<file path="src/rtl/ram_1w1r_bist_if.sv">
// RAM-side bus between the BIST initiator and a ram_1w1r_sync instance.
// master: BIST side. It drives the write port and the read request, and receives the read data.
// slave : RAM side.
//   wr_valid/wr_addr/wr_data : write port
//   rd_valid/rd_addr         : read request
//   rd_data                  : read data, valid the cycle after rd_valid is sampled high
interface ram_1w1r_bist_if #(
    parameter int unsigned width_p = 8,
    parameter int unsigned depth_p = 512
);
    localparam int unsigned addr_width_lp = $clog2(depth_p);

    logic                     wr_valid;
    logic [addr_width_lp-1:0] wr_addr;
    logic [width_p-1:0]       wr_data;
    logic                     rd_valid;
    logic [addr_width_lp-1:0] rd_addr;
    logic [width_p-1:0]       rd_data;

    modport master (
        output wr_valid, wr_addr, wr_data, rd_valid, rd_addr,
        input  rd_data
    );

    modport slave (
        input  wr_valid, wr_addr, wr_data, rd_valid, rd_addr,
        output rd_data
    );
endinterface

</file>
<file path="src/rtl/ram_1w1r_bist.sv">
// March BIST initiator for a 1-write / 1-sync-read RAM.
// The march runs in four phases:
//   W0 writes pattern_p in ascending order.
//   R0 reads back in ascending order.
//   W1 writes ~pattern_p in descending order.
//   R1 reads back in descending order.
// The run stops at the first mismatch.
// Ports:
//   clk_i, reset_i (async, active-low)
//   start_i         : start pulse, honoured only when idle
//   busy_o          : run in progress
//   done_o/pass_o/fail_o : sticky result flags
//   fail_addr_o/fail_data_o/fail_expected_o : first-mismatch record
//   ram             : RAM-side bus (master modport)
module ram_1w1r_bist #(
    parameter int unsigned         width_p   = 8,
    parameter int unsigned         depth_p   = 512,
    parameter logic [width_p-1:0]  pattern_p = width_p'({((width_p + 1) / 2){2'b01}})
) (
    input  logic                       clk_i,
    input  logic                       reset_i,
    input  logic                       start_i,
    output logic                       busy_o,
    output logic                       done_o,
    output logic                       pass_o,
    output logic                       fail_o,
    output logic [$clog2(depth_p)-1:0] fail_addr_o,
    output logic [width_p-1:0]         fail_data_o,
    output logic [width_p-1:0]         fail_expected_o,
    ram_1w1r_bist_if.master            ram
);
    localparam int unsigned              addr_width_lp = $clog2(depth_p);
    localparam logic [addr_width_lp-1:0] last_addr_lp  = addr_width_lp'(depth_p - 1);

    typedef enum logic [2:0] {StIdle, StW0, StR0, StW1, StR1, StDrain} state_e;

    state_e                   state_q, state_d;
    logic [addr_width_lp-1:0] addr_q, addr_d;
    logic                     done_q, done_d, pass_q, pass_d, fail_q, fail_d;
    logic [addr_width_lp-1:0] fail_addr_q, fail_addr_d;
    logic [width_p-1:0]       fail_data_q, fail_data_d, fail_exp_q, fail_exp_d;
    // Compare pipeline: one entry per issued read, checked the following cycle.
    logic                     cmp_valid_q, cmp_valid_d;
    logic [addr_width_lp-1:0] cmp_addr_q, cmp_addr_d;
    logic [width_p-1:0]       cmp_exp_q, cmp_exp_d;

    logic wr_en, rd_en, mismatch;

    assign wr_en    = (state_q == StW0) || (state_q == StW1);
    assign rd_en    = (state_q == StR0) || (state_q == StR1);
    assign mismatch = cmp_valid_q && (ram.rd_data != cmp_exp_q);

    always_comb begin
        state_d     = state_q;
        addr_d      = addr_q;
        done_d      = done_q;
        pass_d      = pass_q;
        fail_d      = fail_q;
        fail_addr_d = fail_addr_q;
        fail_data_d = fail_data_q;
        fail_exp_d  = fail_exp_q;
        cmp_valid_d = rd_en;
        cmp_addr_d  = addr_q;
        cmp_exp_d   = (state_q == StR1) ? ~pattern_p : pattern_p;

        unique case (state_q)
            StIdle: begin
                if (start_i) begin
                    state_d     = StW0;
                    addr_d      = '0;
                    done_d      = 1'b0;
                    pass_d      = 1'b0;
                    fail_d      = 1'b0;
                    fail_addr_d = '0;
                    fail_data_d = '0;
                    fail_exp_d  = '0;
                end
            end
            StW0: begin
                if (addr_q == last_addr_lp) begin
                    state_d = StR0;
                    addr_d  = '0;
                end else begin
                    addr_d = addr_q + 1'b1;
                end
            end
            StR0: begin
                // Counter holds at the top: W1 starts where R0 ended.
                if (addr_q == last_addr_lp) state_d = StW1;
                else                        addr_d  = addr_q + 1'b1;
            end
            StW1: begin
                if (addr_q == '0) begin
                    state_d = StR1;
                    addr_d  = last_addr_lp;
                end else begin
                    addr_d = addr_q - 1'b1;
                end
            end
            StR1: begin
                if (addr_q == '0) state_d = StDrain;
                else              addr_d  = addr_q - 1'b1;
            end
            StDrain: begin
                state_d = StIdle;
                done_d  = 1'b1;
                pass_d  = 1'b1;
            end
            default: state_d = StIdle;
        endcase

        // A failed compare overrides whatever the phase logic chose.
        if (mismatch) begin
            state_d     = StIdle;
            done_d      = 1'b1;
            pass_d      = 1'b0;
            fail_d      = 1'b1;
            fail_addr_d = cmp_addr_q;
            fail_data_d = ram.rd_data;
            fail_exp_d  = cmp_exp_q;
            cmp_valid_d = 1'b0;
        end
    end

    always_ff @(posedge clk_i or negedge reset_i) begin
        if (!reset_i) begin
            state_q     <= StIdle;
            addr_q      <= '0;
            done_q      <= 1'b0;
            pass_q      <= 1'b0;
            fail_q      <= 1'b0;
            fail_addr_q <= '0;
            fail_data_q <= '0;
            fail_exp_q  <= '0;
            cmp_valid_q <= 1'b0;
            cmp_addr_q  <= '0;
            cmp_exp_q   <= '0;
        end else begin
            state_q     <= state_d;
            addr_q      <= addr_d;
            done_q      <= done_d;
            pass_q      <= pass_d;
            fail_q      <= fail_d;
            fail_addr_q <= fail_addr_d;
            fail_data_q <= fail_data_d;
            fail_exp_q  <= fail_exp_d;
            cmp_valid_q <= cmp_valid_d;
            cmp_addr_q  <= cmp_addr_d;
            cmp_exp_q   <= cmp_exp_d;
        end
    end

    // RAM-side outputs are decoded from state, so they are zero whenever not in a phase.
    always_comb begin
        ram.wr_valid = wr_en;
        ram.wr_addr  = wr_en ? addr_q : '0;
        ram.wr_data  = (state_q == StW0) ? pattern_p :
                       (state_q == StW1) ? ~pattern_p : '0;
        ram.rd_valid = rd_en;
        ram.rd_addr  = rd_en ? addr_q : '0;
    end

    assign busy_o          = (state_q != StIdle);
    assign done_o          = done_q;
    assign pass_o          = pass_q;
    assign fail_o          = fail_q;
    assign fail_addr_o     = fail_addr_q;
    assign fail_data_o     = fail_data_q;
    assign fail_expected_o = fail_exp_q;
endmodule

</file>
<file path="src/flat_wrapper.sv">
// flat-port wrapper written by rule: the top's interface ports become plain ports
module ram_1w1r_bist_flat 
#(
    parameter int unsigned         width_p   = 8,
    parameter int unsigned         depth_p   = 512,
    parameter logic [width_p-1:0]  pattern_p = width_p'({((width_p + 1) / 2){2'b01}})
)
  (clk_i, reset_i, start_i, busy_o, done_o, pass_o, fail_o, fail_addr_o, fail_data_o, fail_expected_o, ram_wr_valid, ram_wr_addr, ram_wr_data, ram_rd_valid, ram_rd_addr, ram_rd_data);
  ram_1w1r_bist_if #(.width_p(width_p), .depth_p(depth_p)) ram_i ();
  input  logic clk_i;
  input  logic reset_i;
  input  logic start_i;
  output logic busy_o;
  output logic done_o;
  output logic pass_o;
  output logic fail_o;
  output logic [$clog2(depth_p)-1:0] fail_addr_o;
  output logic [width_p-1:0] fail_data_o;
  output logic [width_p-1:0] fail_expected_o;
  output wire logic [$bits(ram_i.wr_valid)-1:0] ram_wr_valid;
  output wire logic [$bits(ram_i.wr_addr)-1:0] ram_wr_addr;
  output wire logic [$bits(ram_i.wr_data)-1:0] ram_wr_data;
  output wire logic [$bits(ram_i.rd_valid)-1:0] ram_rd_valid;
  output wire logic [$bits(ram_i.rd_addr)-1:0] ram_rd_addr;
  input wire logic [$bits(ram_i.rd_data)-1:0] ram_rd_data;
  assign ram_wr_valid = ram_i.wr_valid;
  assign ram_wr_addr = ram_i.wr_addr;
  assign ram_wr_data = ram_i.wr_data;
  assign ram_rd_valid = ram_i.rd_valid;
  assign ram_rd_addr = ram_i.rd_addr;
  assign ram_i.rd_data = ram_rd_data;
  ram_1w1r_bist #(.width_p(width_p), .depth_p(depth_p), .pattern_p(pattern_p)) u_core (.clk_i(clk_i), .reset_i(reset_i), .start_i(start_i), .busy_o(busy_o), .done_o(done_o), .pass_o(pass_o), .fail_o(fail_o), .fail_addr_o(fail_addr_o), .fail_data_o(fail_data_o), .fail_expected_o(fail_expected_o), .ram(ram_i));
endmodule
</file>
<file path="config.mk">
export PLATFORM = sky130hd
export DESIGN_NAME = ram_1w1r_bist_flat
export DESIGN_NICKNAME = d
export VERILOG_FILES = /design/src/rtl/ram_1w1r_bist_if.sv /design/src/rtl/ram_1w1r_bist.sv /design/src/flat_wrapper.sv
export SDC_FILE = /design/constraint.sdc
export NUM_CORES = 1
export LEC_CHECK = 0
export CAP_MARGIN = 20
export CORE_MARGIN = 2
export CORE_UTILIZATION = 48
export CTS_CLUSTER_SIZE = 28
export DETAILED_ROUTE_END_ITERATION = 8
export GPL_TIMING_DRIVEN = 0
export PLACE_DENSITY = 0.8
export SLEW_MARGIN = 40
export SYNTH_ARGS = -nofsm -noshare
export SYNTH_HDL_FRONTEND = slang
export SYNTH_SLANG_ARGS = --single-unit
</file>
<file path="constraint.sdc">
create_clock -name clk_i -period 3 [get_ports clk_i]
set_input_delay 0.45 -clock clk_i [delete_from_list [all_inputs] [get_ports clk_i]]
set_output_delay 0.45 -clock clk_i [all_outputs]
set_load 0.005 [all_outputs]
</file>
==> flow_metrics.tcl, run 1 <==
set metrics [dict create \
    layout_setup_ws_ns 0.199 \
    netlist_area_um2 2490 \
    place_ws_ns -0.0137 \
    hold_viol 0 \
    diodes 0 \
    slowest_stage "dfrtp_1" \
    worstReg2RegStart "u_core.addr_q[0]" \
    use_met1 0.311 \
    final_cells 417 \
    synth_top_cell_by_area "dfrtp_1" \
    cp.required_ns 3.24 \
    timing.rr.end "u_core.addr_q[4]" \
    yosysSeqAreaShare 0.462 \
    chipHeight_um 76.1 \
    syn_area_per_cell_um2 9.20 \
    min_to "u_core.cmp_addr_q[6]" \
    cp.arrival_ns 3.04 \
    worst_slew_pin_slew_ns 0.593 \
    drv_cap 0 \
    numCtsBuffers 5 \
    post-route-period-util 0.934 \
    synth-main-ff-cell "dfrtp_1" \
    grtUsageMet2 0.362 \
    post_cts_buffers 0 \
    hpwl_um 4540 \
    num_vias 2292 \
    synth_area_leaders "dfrtp_1, nand2_1, o21ai_0, and2_1, buf_4" \
    grt_max_degree 43 \
    drtIter0Drc 140 \
    synth_edf_count 0 \
    holdWs_ns 0.369 \
    ys.warnings.count 0 \
    clk_latency_ns 0.30 \
    gr-usage-all-layers 0.225 \
    setup_violations 0 \
    max_slew_margin 0.604 \
    cts_sinks 46 \
    ant_nets 0 \
    wl_per_cell_um 15.0 \
    gr-usage-met3 0.0403 \
    gp_congestion 0.872 \
    globalRouteOverflowTotal 0 \
    ys_types 55 \
    final_util 0.678 \
    crit_type "reg -> reg" \
    rrSetupSlack_ns 0.20 \
    drive_above_1_share 0.127 \
    fin_skew_ns 0.0102 \
    core_um2 5070 \
    max_stage_delay_ns 0.50 \
    async_flop_share 1.00 \
    peakVddDrop_uv 294 \
    leakage_nw 1.48 \
    cts_tree "yes" \
    htree_levels 2 \
    initial_utilization 0.491 \
    layout.nets 360 \
    dr.pass1.iters 4 \
    syn_nets 285 \
    power_density_nw_per_um2 522 \
    start_kind "flop" \
    root_buffer "clkbuf_8" \
    io_buffers 67 \
    grt.busiest_layer "met2" \
    period_minus_slack_ns 2.80 \
    maxSlewViolCount 0 \
    num_io_pins 68 \
    path_cells "ha_1 > and3_2 > and3_1 > and3_1 > ha_1 > nor3b_4 > o21bai_2 > and3_1 > o221ai_1 > a32o_1" \
    drc_errors 0 \
    reg2reg_depth 10 \
    final_common_cell "clkdlybuf4s50_1" \
    clock.fmax_mhz 357 \
    worst_setup_path_end_kind "flop" \
    grt_pass1_vias 2132 \
    clock_path_buffers 2 \
    mostFrequentLayoutCells "clkdlybuf4s50_1, nand2_1, dfrtp_1, o21ai_0, and2_1" \
    holdCritStartpoint "u_core.addr_q[6]" \
    cp_common_cell "and3_1" \
    grt_first_pass_wirelength_um 10600 \
    hold_class "reg -> reg" \
    power_w 0.00180 \
    dp_cells 409 \
    clkTransAtPathRegs_ns 0.08 \
    synth_seq_cells 46 \
    hold_path_depth 0 \
    status "completed" \
    die_w_um 76.1 \
    synthDominantCellAreaShare 0.462 \
    rows 26 \
    vias_per_cell 5.50 \
    wirelength_um 6260 \
    antenna_found_initial 0 \
    dieArea_um2 5790 \
    areaGrowthSynthToFinish_pct 38.0 \
    cp_max_fo 10 \
    netlist_instances 271 \
    grt_setup_unrepaired "false" \
]
[through the flow]
| step | setup TNS, ns | instance area (um2) |
|---|---|---|
| finish | 0 | 3440 |
| global route | 0 | 3440 |
| CTS | 0 | 3430 |
| detailed placement | -0.0137 | 3270 |
| global placement | 0 | 3250 |
| floorplan | 0 | 2490 |
[critical path: cells and delay by family, from the launching register on]
family | cells | cell delay [ns]
AO/OA/AOI/OAI | 3 | 0.53
flip-flops | 1 | 0.50
adder cells (fa/ha/maj) | 2 | 0.55
AND/OR/NAND/NOR | 5 | 1.16
[where the power goes]
part / leakage (nW) / total (W) / switching (W) / internal [W]
logic: 0.789 / 0.000494 / 0.000247 / 0.000247
registers: 0.616 / 0.000744 / 0.0000579 / 0.000686
clock network: 0.0714 / 0.000558 / 0.000203 / 0.000355
[state kept, by name (all words and copies together), names as in the netlist, 2 cells and up]
signal and flops:
u_core.fail_expected_o 2, u_core.cmp_addr_q 9, u_core.cmp_exp_q 2, u_core.state_q 3
u_core.fail_addr_o 9, u_core.fail_data_o 8, u_core.addr_q 9
[repair_timing]
item | in CTS | in global routing
gates cloned | 0 | 0
endpoints found under the setup margin | 8 | 12
hold buffers | 1 | 0
gates resized for setup | 3 | 2
endpoints found under the hold margin | 4 | 0
[layer usage]
layer	wire, um	part of all wire
met5	0	0
met4	104	0.017
met3	446	0.071
met2	3020	0.48
met1	2700	0.43
[cells in the mapped netlist, types with 3 or more instances]
master / number
and2_2: 3
buf_1: 3
o221ai_1: 5
nor3_1: 5
nor2_1: 13
and3_1: 3
o21ai_0: 25
nor3b_1: 4
ha_1: 3
nand2_1: 49
nor2b_1: 6
inv_1: 4
a21oi_1: 8
buf_4: 13
dfrtp_1: 46
clkbuf_1: 11
a21o_1: 3
and2_1: 16
nand4_1: 3
a32o_1: 3
a221o_1: 4
[worst max path at each step]
stage	endpoint	cells after the start	startpoint	slack, ns
after floorplan	u_core.addr_q[4]	10	u_core.addr_q[0]	0.41
after global placement	u_core.addr_q[4]	10	u_core.addr_q[0]	0.002
after detailed placement	u_core.addr_q[4]	10	u_core.addr_q[0]	-0.01
after CTS	u_core.addr_q[4]	10	u_core.addr_q[0]	0.09
after global routing	u_core.addr_q[4]	10	u_core.addr_q[0]	0.006
final	u_core.addr_q[4]	10	u_core.addr_q[0]	0.20
[cell type report]
cell class                      count  area [um2]
Inverter                            4        15.0
Timing Repair Buffer               69         698
Fill cell                         422        1630
Tap cell                           70        87.6
Sequential cell                    46        1150
Multi-Input combinational cell    190        1170
Clock inverter                      2        60.1
Buffer                             30         180
Clock buffer                        6        82.6
[cell families (layout without fill, tap and decap cells)]
logic type                 count (synthesis)  in the layout  share of synthesized area
xor gates and xnor gates                   1              1                    0.00351
buffers and inverters                     35            111                     0.0793
muxes                                      2              2                    0.00803
adders and majority gates                  3              3                     0.0151
DFF                                       46             46                      0.462
AOI/OAI and AO/OA                         68             68                      0.187
and+or+nand+nor                          116            116                      0.246
(Power assumes the default switching activity.)
==> inputs of run 2 (changes only) <==
==> constraint.sdc (replaced) <==
create_clock -name clk_i -period 2.7 [get_ports clk_i]
set_input_delay 0.405 -clock clk_i [delete_from_list [all_inputs] [get_ports clk_i]]
set_output_delay 0.405 -clock clk_i [all_outputs]
set_load 0.005 [all_outputs]
==> run 2 against run 1 <==
Sequential cell count is the same. Count of clock-buffer cells in the layout did not move. First-iteration DRC count rose by 4.3%. Cell count is 2.2% higher. Fmax up 8.0%. Wire length grew 3.6%. Utilization increased by 2.1 points. Largest power group unchanged. Critical endpoint is now u_core.addr_q[6]. Clock power up 12%. Critical path depth shrank 1. Power is 15% higher. Register-to-register slack worse by 0.09 ns.
==> flow_metrics.tcl, run 2 (same netlist as run 1, synthesis figures left out) <==
set metrics [dict create \
    status "completed" \
    wl_per_cell_um 15.2 \
    cp_common_cell "and3_1" \
    vias_per_cell 5.54 \
    grt_setup_unrepaired "true" \
    peakVddDrop_uv 331 \
    final_area_um2 3550 \
    initial_utilization 0.491 \
    clock.fmax_mhz 386 \
    wirelength_um 6490 \
    drv_cap 0 \
    fillers 406 \
    clk_latency_ns 0.30 \
    mostFrequentLayoutCells "clkdlybuf4s50_1, nand2_1, dfrtp_1, o21ai_0, buf_4" \
    holdWs_ns 0.376 \
    num_io_pins 68 \
    core_um2 5070 \
    place_area_um2 3270 \
    wl_met3_um 448 \
    path_cells "clkbuf_2 > and3_2 > and3_1 > and3_1 > ha_2 > nor3b_4 > o21ba_2 > a221o_1 > a32o_1" \
    final_common_cell "clkdlybuf4s50_1" \
    rows 26 \
    areaGrowthSynthToFinish_pct 42.3 \
    clock_path_buffers 2 \
    wl_met2_um 3150 \
    layout_setup_ws_ns 0.108 \
    dr.pass1.iters 4 \
    grt_pass1_vias 2137 \
    wl_met1_um 2770 \
    post-route-period-util 0.960 \
    io_buffers 67 \
    worst_setup_path_end_kind "flop" \
    multi_input_area_um2 1200 \
    dr.max_layer_used "met4" \
    num_vias 2360 \
    chipHeight_um 76.1 \
    max_slew_margin 0.620 \
    drive_above_1_share 0.177 \
    crit_type "reg -> reg" \
    start_kind "flop" \
    globalRouteOverflowTotal 0 \
    setup_violations 0 \
    max_stage_delay_ns 0.40 \
    grt_max_degree 43 \
    place_ws_ns -0.314 \
    maxSlewViolCount 0 \
    grt_first_pass_wirelength_um 10600 \
    numCtsBuffers 5 \
    cp_max_fo 10 \
    diodes 0 \
    fin_setup_tns_ns 0 \
    period_minus_slack_ns 2.59 \
    ant_nets 0 \
    hold_viol 0 \
    cts_tree "yes" \
    hold_class "reg -> reg" \
    cp.required_ns 2.88 \
    antenna_found_initial 0 \
    gr-usage-all-layers 0.226 \
    cp.arrival_ns 2.77 \
    hpwl_um 4540 \
    root_buffer "clkbuf_8" \
    seq_area_um2 1150 \
    layout.nets 369 \
    die_w_um 76.1 \
    gp_congestion 0.872 \
    clkTransAtPathRegs_ns 0.08 \
    fin_skew_ns 0.00909 \
    cts_sinks 46 \
    drc_errors 0 \
    power_density_nw_per_um2 581 \
    leakage_nw 1.52 \
    worst_slew_pin_slew_ns 0.571 \
    slowest_stage "dfrtp_1" \
    dieArea_um2 5790 \
    drtIter0Drc 146 \
    htree_levels 2 \
]
[run 2: worst paths after layout]
path,startpoint,to,slack (ns),cells past startpoint
max in group asynchronous,reset_i,u_core.state_q[1],1.83,3
worst min register to register,u_core.addr_q[6],u_core.cmp_addr_q[6],0.38,0
worst min-delay path,u_core.addr_q[6],u_core.cmp_addr_q[6],0.38,0
worst max register to register,u_core.addr_q[2],u_core.addr_q[6],0.11,9
min in group asynchronous,reset_i,u_core.fail_addr_o[5],0.44,2
worst max-delay path,u_core.addr_q[2],u_core.addr_q[6],0.11,9
[run 2: stage by stage]
stage / total power (W) / instances / utilization
2_1_floorplan: 0.00116 / 271 / -
3_3_place_gp: 0.00136 / 408 / 0.641
3_5_place_dp: 0.00138 / 409 / 0.644
4_1_cts: 0.00201 / 420 / 0.682
5_1_grt: 0.00217 / 426 / 0.699
6_report: 0.00206 / 426 / 0.699
[run 2: layer usage]
layer,vias up,GRT usage
met5,-,0
met4,0,0.0727
met1,1132,0.308
met2,103,0.369
met3,10,0.0415
li1,1115,-
[run 2: worst max-delay path: cells and delay by family, from the launching register on]
kind | cells | cell delay [ns]
compound gates | 3 | 0.89
simple gates | 4 | 0.71
flops | 1 | 0.40
fa+ha+maj | 1 | 0.25
buf+inv | 1 | 0.22
[run 2: final cells by class]
class,instances,share of cell area
Inverter,4,0.00423
Clock inverter,2,0.0169
Multi-Input combinational cell,190,0.338
Tap cell,70,0.0247
Buffer,30,0.0515
Sequential cell,46,0.325
Timing Repair Buffer,78,0.216
Clock buffer,6,0.0233
[run 2: where the power goes]
| part | switching [W] | leakage (nW) | internal (W) |
|---|---|---|---|
| combinational | 0.000301 | 0.838 | 0.000316 |
| sequential | 0.0000536 | 0.612 | 0.000766 |
| clock | 0.000230 | 0.0714 | 0.000395 |
[run 2: timing repair]
action | in CTS | in global routing
endpoints found under the hold margin | 4 | 0
resized for setup | 7 | 11
pin swaps | 2 | 2
endpoints found under the setup margin | 15 | 17
hold buffers | 1 | 0
buffers inserted | 3 | 6
==> inputs of run 3 (changes only) <==
--- a/config.mk
+++ b/config.mk
@@ -6,10 +6,12 @@
 export NUM_CORES = 1
 export LEC_CHECK = 0
 export CAP_MARGIN = 20
+export CORE_ASPECT_RATIO = 1.1
 export CORE_MARGIN = 2
 export CORE_UTILIZATION = 48
 export CTS_CLUSTER_SIZE = 28
 export DETAILED_ROUTE_END_ITERATION = 8
+export GPL_ROUTABILITY_DRIVEN = 0
 export GPL_TIMING_DRIVEN = 0
 export PLACE_DENSITY = 0.8
 export SLEW_MARGIN = 40
==> run 3 against run 2 <==
Combinational power rose by 3%. Cell area shrank 2.1%. Sequential cell count is the same. Largest power group unchanged. Critical path depth is 1 higher. Critical path type unchanged. Power fell by 5.4%. Via count down 0.47%. Count of clock-buffer cells in the layout stayed put. Largest cell class unchanged. Critical endpoint is now u_core.addr_q[4]. Global-route usage rose by 0.13 points. Wire length shrank 0.18%. Cell count shrank 3.3%.
==> flow_metrics.tcl, run 3 (same netlist as run 1, synthesis figures left out) <==
set metrics [dict create \
    status "completed" \
    setup_violations 0 \
    chipHeight_um 79.6 \
    grt_first_pass_wirelength_um 10300 \
    dr.pass1.iters 5 \
    hold_viol 0 \
    clkTransAtPathRegs_ns 0.08 \
    num_vias 2349 \
    crit_type "reg -> reg" \
    final_area_um2 3470 \
    antenna_found_initial 0 \
    die_w_um 72.7 \
    power_w 0.00195 \
    grt_setup_unrepaired "true" \
    hold_class "reg -> reg" \
    maxSlewViolCount 0 \
    cts_tree "yes" \
    peakVddDrop_uv 417 \
    gr-usage-all-layers 0.227 \
    mostFrequentLayoutCells "clkdlybuf4s50_1, nand2_1, dfrtp_1, o21ai_0, buf_4" \
    place_area_um2 3250 \
    diodes 0 \
    layout.nets 367 \
    drv_cap 0 \
    clock_path_buffers 2 \
    wl_per_cell_um 15.7 \
    num_io_pins 68 \
    wirelength_um 6480 \
    drive_above_1_share 0.161 \
    fin_skew_ns 0.00410 \
    ant_nets 0 \
    drc_errors 0 \
    worst_setup_path_end_kind "flop" \
    leakage_nw 1.49 \
    cts_sinks 46 \
    clk_latency_ns 0.29 \
    numCtsBuffers 5 \
    areaGrowthSynthToFinish_pct 39.3 \
    root_buffer "clkbuf_8" \
    dieArea_um2 5790 \
    htree_levels 2 \
    initial_utilization 0.499 \
    cp.required_ns 2.93 \
    worst_slew_pin_slew_ns 0.592 \
    post-route-period-util 0.974 \
    hpwl_um 4590 \
    globalRouteOverflowTotal 0 \
    core_um2 5000 \
    vias_per_cell 5.70 \
    grt_max_degree 45 \
    final_common_cell "clkdlybuf4s50_1" \
    drtIter0Drc 143 \
    period_minus_slack_ns 2.63 \
    cp.arrival_ns 2.86 \
    clock.fmax_mhz 380 \
    io_buffers 67 \
    cp_max_fo 7 \
    grt_pass1_vias 2163 \
    power_density_nw_per_um2 561 \
    max_slew_margin 0.605 \
    final_util 0.695 \
    rows 27 \
    start_kind "flop" \
]
[run 3: power breakdown]
part / switching (W) / internal, W / total (W)
combinational: 0.000304 / 0.000331 / 0.000635
sequential: 0.0000508 / 0.000766 / 0.000816
clock: 0.000223 / 0.000276 / 0.000499
total: 0.000578 / 0.00137 / 0.00195
[run 3: per-layer routing]
| metal | wire, um | share of wire | global-route usage | vias up |
|---|---|---|---|---|
| met5 | 0 | 0 | 0 | - |
| met4 | 141 | 0.022 | 0.0944 | 0 |
| met3 | 430 | 0.066 | 0.0354 | 13 |
| met2 | 3210 | 0.50 | 0.387 | 109 |
| met1 | 2690 | 0.42 | 0.285 | 1121 |
| li1 | - | - | - | 1106 |
[run 3: final timing paths]
kind,slack (ns),to,start,depth (start not counted)
min in group asynchronous,0.43,u_core.addr_q[3],reset_i,2
max in group asynchronous,1.86,u_core.state_q[1],reset_i,3
worst min-delay path,0.38,u_core.cmp_addr_q[6],u_core.addr_q[6],0
worst max-delay path,0.07,u_core.addr_q[4],u_core.addr_q[0],10
worst min register to register,0.38,u_core.cmp_addr_q[6],u_core.addr_q[6],0
worst max register to register,0.07,u_core.addr_q[4],u_core.addr_q[0],10
[run 3: cell type report]
type	count	area [um2]
repair buffers	76	751
clock inverters	2	37.5
plain buffers	30	183
multi-input cells	190	1190
inverters	4	15.0
flip-flops and latches	46	1150
fillers	411	1530
well taps	58	72.6
clock buffers	6	72.6
[run 3: what timing repair did]
item / in CTS / in global routing
buffers inserted: 1 / 6
hold buffers: 1 / 0
gates resized for setup: 11 / 4
setup endpoints to repair: 15 / 19
pin swaps: 1 / 2
hold endpoints to repair: 2 / 0
[run 3: critical path: stages, from the launching register on]
cell and delay (ns):
dfrtp_2 0.44, ha_1 0.23, and3_2 0.23, and3_1 0.20, and3_1 0.19, ha_2 0.22, nor3b_4 0.30, o21bai_4 0.14
and3_1 0.21, o221ai_1 0.19, a32o_1 0.20
[run 3: metrics by stage]
stage | TNS (ns) | hold slack, ns | instances | setup WS, ns
global route | -0.0419 | 0.405 | 412 | -0.0419
global placement | -0.924 | 0.359 | 396 | -0.294
CTS | 0 | 0.385 | 406 | 0.0512
detailed placement | -1.81 | 0.203 | 397 | -0.357
finish | 0 | 0.384 | 412 | 0.0715
floorplan | 0 | 0.109 | 271 | 0.106
